<file path="config.mk">
export PLATFORM = sky130hd
export DESIGN_NAME = mem_bist_master
export DESIGN_NICKNAME = d
export VERILOG_FILES = /design/src/rtl/mem_bist_master.sv
export SDC_FILE = /design/constraint.sdc
export NUM_CORES = 1
export LEC_CHECK = 0
export CAP_MARGIN = 20
export CORE_AREA = 2 2 84 127
export CTS_CLUSTER_DIAMETER = 30
export DETAILED_ROUTE_END_ITERATION = 16
export DIE_AREA = 0 0 86 129
export HOLD_SLACK_MARGIN = 0.02
export PLACE_DENSITY = 0.77
export SLEW_MARGIN = 10
export SYNTH_ARGS = -nofsm -noshare
export SYNTH_HDL_FRONTEND = slang
export SYNTH_SLANG_ARGS = --single-unit
</file>
<file path="constraint.sdc">
create_clock -name clk -period 9.05 [get_ports clk]
set_input_delay 0.905 -clock clk [delete_from_list [all_inputs] [get_ports clk]]
set_output_delay 0.905 -clock clk [all_outputs]
set_load 0.05 [all_outputs]
</file>
<file path="src/rtl/mem_bist_master.sv">
// mem_bist_master: BIST traffic master for a valid/ready memory port.
// It writes P(a) = rotl(seed, a mod WIDTH) ^ a to addresses 0..DEPTH-1,
// reads every location back, compares each read, and reports the result.
// Ports:
//   clk, rst          clock, synchronous active-high reset
//   start, seed       run request pulse (taken in IDLE/DONE) and pattern seed
//   valid, wr_rd,     request toward the memory (wr_rd 1 = write)
//   addr, wdata
//   ready, rdata      memory handshake and read data
//   busy, done, pass, timeout, err_count, first_err_addr   run status
module mem_bist_master #(
  parameter int unsigned WIDTH      = 16,
  parameter int unsigned DEPTH      = 64,
  parameter int unsigned ADDR_WIDTH = $clog2(DEPTH),
  parameter int unsigned TIMEOUT    = 255
) (
  input  logic                  clk,
  input  logic                  rst,
  input  logic                  start,
  input  logic [WIDTH-1:0]      seed,
  output logic                  valid,
  output logic                  wr_rd,
  output logic [ADDR_WIDTH-1:0] addr,
  output logic [WIDTH-1:0]      wdata,
  input  logic                  ready,
  input  logic [WIDTH-1:0]      rdata,
  output logic                  busy,
  output logic                  done,
  output logic                  pass,
  output logic                  timeout,
  output logic [ADDR_WIDTH:0]   err_count,
  output logic [ADDR_WIDTH-1:0] first_err_addr
);

  localparam int unsigned CNT_WIDTH   = ADDR_WIDTH + 1;
  localparam int unsigned STALL_WIDTH = $clog2(TIMEOUT + 1);
  localparam logic [ADDR_WIDTH-1:0]  LAST_ADDR   = ADDR_WIDTH'(DEPTH - 1);
  localparam logic [STALL_WIDTH-1:0] STALL_LIMIT = STALL_WIDTH'(TIMEOUT);

  typedef enum logic [1:0] {
    S_IDLE  = 2'd0,
    S_WRITE = 2'd1,
    S_READ  = 2'd2,
    S_DONE  = 2'd3
  } state_e;

  state_e                  state_q, state_d;
  logic [WIDTH-1:0]        seed_q, seed_d;
  logic [STALL_WIDTH-1:0]  stall_q, stall_d;
  logic                    valid_q, valid_d;
  logic                    wr_rd_q, wr_rd_d;
  logic [ADDR_WIDTH-1:0]   addr_q, addr_d;
  logic [WIDTH-1:0]        wdata_q, wdata_d;
  logic                    busy_q, busy_d;
  logic                    done_q, done_d;
  logic                    pass_q, pass_d;
  logic                    timeout_q, timeout_d;
  logic [CNT_WIDTH-1:0]    err_count_q, err_count_d;
  logic [ADDR_WIDTH-1:0]   first_err_addr_q, first_err_addr_d;

  // Rotate-left via a doubled word, then fold in the address.
  function automatic logic [WIDTH-1:0] pattern(input logic [WIDTH-1:0]      s,
                                               input logic [ADDR_WIDTH-1:0] a);
    logic [2*WIDTH-1:0] dbl;
    int unsigned        sh;
    sh  = 32'(a) % WIDTH;
    dbl = {s, s} << sh;
    return dbl[2*WIDTH-1:WIDTH] ^ WIDTH'(a);
  endfunction

  // Next-state and next-output logic.
  always_comb begin
    state_d          = state_q;
    seed_d           = seed_q;
    stall_d          = stall_q;
    valid_d          = valid_q;
    wr_rd_d          = wr_rd_q;
    addr_d           = addr_q;
    wdata_d          = wdata_q;
    busy_d           = busy_q;
    done_d           = done_q;
    pass_d           = pass_q;
    timeout_d        = timeout_q;
    err_count_d      = err_count_q;
    first_err_addr_d = first_err_addr_q;

    unique case (state_q)
      S_IDLE, S_DONE: begin
        if (start) begin
          // P(0) is the seed itself, taken straight from the input.
          state_d          = S_WRITE;
          seed_d           = seed;
          stall_d          = '0;
          valid_d          = 1'b1;
          wr_rd_d          = 1'b1;
          addr_d           = '0;
          wdata_d          = seed;
          busy_d           = 1'b1;
          done_d           = 1'b0;
          pass_d           = 1'b0;
          timeout_d        = 1'b0;
          err_count_d      = '0;
          first_err_addr_d = '0;
        end
      end

      S_WRITE, S_READ: begin
        if (ready) begin
          stall_d = '0;
          if (state_q == S_WRITE) begin
            if (addr_q == LAST_ADDR) begin
              // Last write goes straight into the first read, no bubble.
              state_d = S_READ;
              wr_rd_d = 1'b0;
              addr_d  = '0;
              wdata_d = '0;
            end else begin
              addr_d  = addr_q + ADDR_WIDTH'(1);
              wdata_d = pattern(seed_q, addr_q + ADDR_WIDTH'(1));
            end
          end else begin
            if (rdata != pattern(seed_q, addr_q)) begin
              err_count_d = err_count_q + CNT_WIDTH'(1);
              if (err_count_q == '0) begin
                first_err_addr_d = addr_q;
              end
            end
            if (addr_q == LAST_ADDR) begin
              state_d = S_DONE;
              valid_d = 1'b0;
              busy_d  = 1'b0;
              done_d  = 1'b1;
              pass_d  = (err_count_d == '0);
            end else begin
              addr_d = addr_q + ADDR_WIDTH'(1);
            end
          end
        end else begin
          stall_d = stall_q + STALL_WIDTH'(1);
          // Abandon the pending beat once the stall budget is used up.
          if (stall_d == STALL_LIMIT) begin
            state_d   = S_DONE;
            stall_d   = '0;
            valid_d   = 1'b0;
            busy_d    = 1'b0;
            done_d    = 1'b1;
            pass_d    = 1'b0;
            timeout_d = 1'b1;
          end
        end
      end

      default: begin
        state_d = S_IDLE;
      end
    endcase
  end

  // State and output registers.
  always_ff @(posedge clk) begin
    if (rst) begin
      state_q          <= S_IDLE;
      seed_q           <= '0;
      stall_q          <= '0;
      valid_q          <= 1'b0;
      wr_rd_q          <= 1'b0;
      addr_q           <= '0;
      wdata_q          <= '0;
      busy_q           <= 1'b0;
      done_q           <= 1'b0;
      pass_q           <= 1'b0;
      timeout_q        <= 1'b0;
      err_count_q      <= '0;
      first_err_addr_q <= '0;
    end else begin
      state_q          <= state_d;
      seed_q           <= seed_d;
      stall_q          <= stall_d;
      valid_q          <= valid_d;
      wr_rd_q          <= wr_rd_d;
      addr_q           <= addr_d;
      wdata_q          <= wdata_d;
      busy_q           <= busy_d;
      done_q           <= done_d;
      pass_q           <= pass_d;
      timeout_q        <= timeout_d;
      err_count_q      <= err_count_d;
      first_err_addr_q <= first_err_addr_d;
    end
  end

  assign valid          = valid_q;
  assign wr_rd          = wr_rd_q;
  assign addr           = addr_q;
  assign wdata          = wdata_q;
  assign busy           = busy_q;
  assign done           = done_q;
  assign pass           = pass_q;
  assign timeout        = timeout_q;
  assign err_count      = err_count_q;
  assign first_err_addr = first_err_addr_q;

endmodule
</file>
==> impl_metrics.yaml, run 1 <==
run_status:
  status: "finished, final reports clean"
timing:
  slew_viol_final: 0
  clock.fmax_mhz: 238
  finalSetupTns_ns: 0
  grt_setup_unrepaired: "false"
  max_slew_margin_pct: 35.6
  hold_ws_ns: 0.473
  period_needed_ns: 4.20
  worst_pin_slew_ns: 0.966
  setup_viol: 0
  finalClockSkew_ns: 0.00588
  hold_viol_final: 0
  period_share_pct: 46.4
  timing.final.ws_setup_ns: 4.85
grt:
  grt_overflow_total: 0
  grt_max_degree: 63
  grtUsageTotal_pct: 28.0
  grt_pass1_wl_mm: 24.5
  grt_antenna_before_repair: 0
  grt_pass1_vias: 4918
min_path:
  whs_endpoint: "busy"
  min_path_cells: 2
  holdCritPathClass: "reg -> reg"
  hp-start: "busy"
final_layout:
  fin_area_mm2: 0.00639
  final_layout_size_suffix_gt1_share_pct: 13.1
  area_delta_synth_final_pct: 18.8
  antenna_cells: 0
  nets: 685
  fin_util_pct: 64.1
  final_cells: 764
cts:
  cts_max_level: 3
  cts_resized: 0
  clk_latency_ns: 0.34
  tritoncts: "built"
  ctsHoldBuffers: 0
  cts_buffers: 9
  cts_buffer_depth: 2
  post_cts_buffers: 0
  clk_pin_slew_worst_paths_ns: 0.06
  cts.sinks: 66
  ctsRootBufferMaster: "clkbuf_16"
logic_synthesis:
  synth_edf_count: 0
  ys_warn_count: 0
  syn_nets: 644
  synth_area_leaders: "dfxtp_1 25%, mux4_2 14%, mux2i_1 8.7%"
  syn_area_mm2: 0.00538
  async_flop_share_pct: 0
  yosysSeqAreaShare_pct: 24.6
  synth_top_area_share_pct: 24.6
  synth_common_cells: "66 x dfxtp_1, 63 x nand2_1, 57 x nor2_1"
  ys_seq_elements: 66
  synth.most_common_cell: "dfxtp_1"
  synthFlopType: "dfxtp_1"
  netlist_instances: 601
  yosys.area.top_type: "dfxtp_1"
  syn_avg_cell_area_um2: 8.95
  ys_types: 61
placed_design:
  post-place-cells: 747
  hpwl_mm: 10.5
  io_buffers: 76
  globalplace.congestion: 0.912
  pre_cts_slack_ns: 4.86
  dpl-instance-area_mm2: 0.00609
setup_path:
  crit_path_max_incr_delay_ns: 0.60
  r2r_start: "addr[0]"
  crit_chain: "buf_4, mux2i_1, mux4_2, xnor2_1, or4b_1, a221oi_2, nand4b_2, or2_0, o311a_1, a311oi_2"
  cp.required_ns: 9.30
  reg2reg_slack_ns: 4.85
  criticalPathCategory: "reg -> reg"
  critPathBufInv: 1
  slowest_stage: "buf_4"
  crit_path_end_kind: "register"
  cp.arrival_ns: 4.45
  path_delay_family: "simple AND/OR/NAND/NOR gates"
  worst_setup_path_start_kind: "register"
  reg2reg_depth: 10
  cp_max_fo: 47
  r2r-end: "pass"
route:
  routedWlPerCell_um: 19.8
  first_pass_iters: 8
  vias: 4981
  drtIter0Drc: 621
  routed_via_density: 6.52
  ant_nets: 0
  drt_drc_violations_left: 0
  drt-total-wl_mm: 15.1
die:
  core_region_area_mm2: 0.00997
  die_x_um: 86
  chipHeight_um: 129
  io_pins: 77
  rows: 45
  start_util_pct: 54.0
  die-area_mm2: 0.0111
pwr:
  cellLeakagePower_nw: 2.29
  power_density_mw_per_mm2: 151
  peakVddDrop_mv: 0.152
  finalPower_mw: 0.966
flow_run:
  maxCapViolCount: 0
[worst max path at each step]
stage	cells past startpoint	start	slack [ns]	endpoint
floorplan	12	addr[0]	5.45	pass
CTS	10	addr[0]	4.84	pass
global route	10	addr[0]	4.52	pass
global placement	10	addr[0]	5.06	pass
finish	10	addr[0]	4.85	pass
detailed placement	10	addr[0]	4.86	pass
[cells by family after synthesis]
family                   synth area share [%]
AO/OA/AOI/OAI                            17.3
adder cells (fa/ha/maj)                  1.63
XOR/XNOR                                 6.19
AND/OR/NAND/NOR                          15.6
flip-flops                               24.6
multiplexers                             28.7
buffers and inverters                    6.09
[sequential cells by signal, summed over array words and instances (netlist names)]
register        cells
first_err_addr      6
seed_q             16
wdata              16
state_q             2
timeout             1
stall_q             8
pass                1
addr                6
wr_rd               1
busy                1
done                1
err_count           7
[area by class of cell]
cell class	instances	area, µm²
tap	117	146
fill	831	3570
clock inverter	6	57.6
multi-input combinational	464	3750
inverter	16	60.1
timing repair buffer	85	827
sequential	66	1320
clock buffer	10	229
[cell usage in the layout (no fill, tap or decap), types with 6 or more instances in the layout]
cell type	Yosys	layout
mux2_2	12	12
nor2b_1	6	6
ha_1	7	7
and3_1	8	8
nor2_1	57	57
xnor2_1	24	22
xor2_1	14	14
a22oi_1	20	20
mux2i_1	47	47
dfxtp_1	66	65
a21oi_1	43	42
clkbuf_16	0	9
a211oi_1	16	16
nand2_1	63	63
mux4_2	34	34
buf_4	1	8
nand3_1	14	14
clkdlybuf4s50_1	0	75
o21ai_0	16	16
inv_1	15	15
a31oi_1	6	6
[worst register-to-register path: stages (launching register included)]
cell	delay [ns]
dfxtp_2	0.36
buf_4	0.60
mux2i_1	0.31
mux4_2	0.55
xnor2_1	0.14
or4b_1	0.54
a221oi_2	0.27
nand4b_2	0.25
or2_0	0.46
o311a_1	0.38
a311oi_2	0.24
[layer usage]
layer / up-vias / track usage (%) / wire length (µm)
met3: 41 / 5.00 / 983
met4: 0 / 14.0 / 566
met2: 240 / 47.3 / 7660
met5: - / 0 / 0
li1: 2309 / - / -
met1: 2391 / 34.0 / 5890
[power by group]
| part | internal, mW | switching [mW] |
|---|---|---|
| clock | 0.211 | 0.127 |
| combinational | 0.119 | 0.173 |
| sequential | 0.311 | 0.0253 |
(Power assumes the default switching activity.)
==> run 2: changes to the inputs <==
--- a/config.mk
+++ b/config.mk
@@ -6,12 +6,12 @@
 export NUM_CORES = 1
 export LEC_CHECK = 0
 export CAP_MARGIN = 20
-export CORE_AREA = 2 2 84 127
+export CORE_AREA = 2 2 87 131
 export CTS_CLUSTER_DIAMETER = 30
 export DETAILED_ROUTE_END_ITERATION = 16
-export DIE_AREA = 0 0 86 129
+export DIE_AREA = 0 0 89 133
 export HOLD_SLACK_MARGIN = 0.02
-export PLACE_DENSITY = 0.77
+export PLACE_DENSITY = 0.75
 export SLEW_MARGIN = 10
 export SYNTH_ARGS = -nofsm -noshare
 export SYNTH_HDL_FRONTEND = slang
==> constraint.sdc (replaced) <==
create_clock -name clk -period 3.5 [get_ports clk]
set_input_delay 0.35 -clock clk [delete_from_list [all_inputs] [get_ports clk]]
set_output_delay 0.35 -clock clk [all_outputs]
set_load 0.05 [all_outputs]
==> run 2 against run 1 <==
- count of clock-buffer cells in the layout is 2 higher
- register-to-register slack got worse by 4.7 ns
- via count up 2.4%
- setup slack got worse by 4.7 ns
- first-iteration DRC count shrank 22%
- power increased to 2.7 times the previous value
- critical endpoint is now first_err_addr[0]
- highest routed layer unchanged
==> impl_metrics.yaml, run 2 (same netlist as run 1, synthesis figures left out) <==
run_status:
  status: "finished, final reports clean"
placed_design:
  io_buffers: 76
  globalplace.congestion: 0.908
  hpwl_mm: 11.6
  dpl-instance-area_mm2: 0.00634
pwr:
  cellLeakagePower_nw: 2.45
  power_density_mw_per_mm2: 386
  peakVddDrop_mv: 0.357
die:
  chipHeight_um: 133
  core_region_area_mm2: 0.0108
  start_util_pct: 49.7
  io_pins: 77
  die-area_mm2: 0.0118
  rows: 47
  die_x_um: 89
timing:
  finalSetupTns_ns: 0
  setup_viol: 0
  period_share_pct: 96.0
  hold_viol_final: 0
  grt_setup_unrepaired: "false"
  clock.fmax_mhz: 298
  max_slew_margin_pct: 39.7
  period_needed_ns: 3.36
  finalClockSkew_ns: 0.00506
  worst_pin_slew_ns: 0.904
  slew_viol_final: 0
grt:
  grt_overflow_total: 0
  grt_antenna_before_repair: 0
  grtUsageTotal_pct: 26.9
  grt_pass1_wl_mm: 24.7
  grt_pass1_vias: 4973
  grt_max_degree: 48
cts:
  post_cts_buffers: 0
  ctsRootBufferMaster: "clkbuf_16"
  cts_buffer_depth: 2
  cts.sinks: 66
  clk_latency_ns: 0.33
  clk_pin_slew_worst_paths_ns: 0.06
  tritoncts: "built"
  cts_max_level: 3
  cts_buffers: 9
  ctsHoldBuffers: 0
setup_path:
  crit_start: "addr[0]"
  worst_setup_path_start_kind: "register"
  crit_end: "first_err_addr[0]"
  reg2reg_slack_ns: 0.14
  r2r_start: "addr[0]"
  r2r-end: "first_err_addr[0]"
  cp.required_ns: 3.73
  reg2reg_depth: 9
  cp_max_fo: 8
  cp.arrival_ns: 3.59
  criticalPathCategory: "reg -> reg"
  crit_path_end_kind: "register"
route:
  vias: 5103
  ant_nets: 0
  drtIter0Drc: 486
  first_pass_iters: 5
  routedWlPerCell_um: 19.4
  drt_drc_violations_left: 0
  drt-total-wl_mm: 15.9
  routed_via_density: 6.22
final_layout:
  layout_commonest_cell: "clkdlybuf4s50_1"
  final_layout_size_suffix_gt1_share_pct: 16.6
  fin_area_mm2: 0.00670
  antenna_cells: 0
  nets: 711
  final_cell_mix: "75 x clkdlybuf4s50_1, 65 x dfxtp_1, 63 x nand2_1"
  area_delta_synth_final_pct: 24.5
flow_run:
  maxCapViolCount: 0
min_path:
  holdCritPathClass: "reg -> reg"
  min_path_cells: 2
[run 2: layout make-up]
cell class,instances,area (µm²)
Sequential cell,66,1330
Timing Repair Buffer,111,1060
Multi-Input combinational cell,464,3760
Clock buffer,12,256
Fill cell,940,4120
Inverter,16,60.1
Tap cell,147,184
Clock inverter,4,50.0
[run 2: worst min path at each step]
| stage | start | to | slack [ns] |
|---|---|---|---|
| after floorplan | state_q[0] | state_q[0] | 0.45 |
| after global placement | busy | busy | 0.46 |
| after detailed placement | busy | busy | 0.48 |
| after CTS | busy | busy | 0.49 |
| after global routing | busy | busy | 0.51 |
| final | busy | busy | 0.49 |
[run 2: what timing repair did]
action | 4_1_cts | 5_1_grt
setup endpoints to repair | 0 | 13
gates resized for setup | 0 | 5
endpoints found under the hold margin | 0 | 0
[run 2: through the flow]
step / instances / power [mW] / utilization [%] / worst slack (ns) / hold WS, ns
floorplan: 601 / 1.40 / - / 0.0279 / 0.454
global placement: 803 / 1.64 / 58.6 / 0.171 / 0.461
detailed placement: 803 / 1.66 / 58.6 / 0.0158 / 0.483
CTS: 819 / 2.58 / 61.4 / 0.00354 / 0.491
global route: 820 / 2.68 / 61.9 / 0.00865 / 0.514
finish: 820 / 2.58 / 61.9 / 0.139 / 0.486
[run 2: per-layer routing]
metal	GRT usage (%)	part of all wire (%)
met4	13.3	4.4
met2	45.0	51
met1	32.4	38
met5	0	0
met3	5.24	6.7
[run 2: critical path, stage by stage (launching register included)]
cell and delay, ns:
dfxtp_4 0.44, mux2i_1 0.19, mux4_2 0.55, xnor2_1 0.15, or4b_1 0.53, a221oi_2 0.32, nand4b_4 0.19, o211ai_2 0.47
mux2i_1 0.17, a32o_1 0.23
[run 2: power breakdown]
group          leakage (nW)  switching [mW]  internal [mW]
sequential            0.540          0.0514          0.803
clock                 0.145           0.331          0.589
combinational          1.76           0.473          0.335
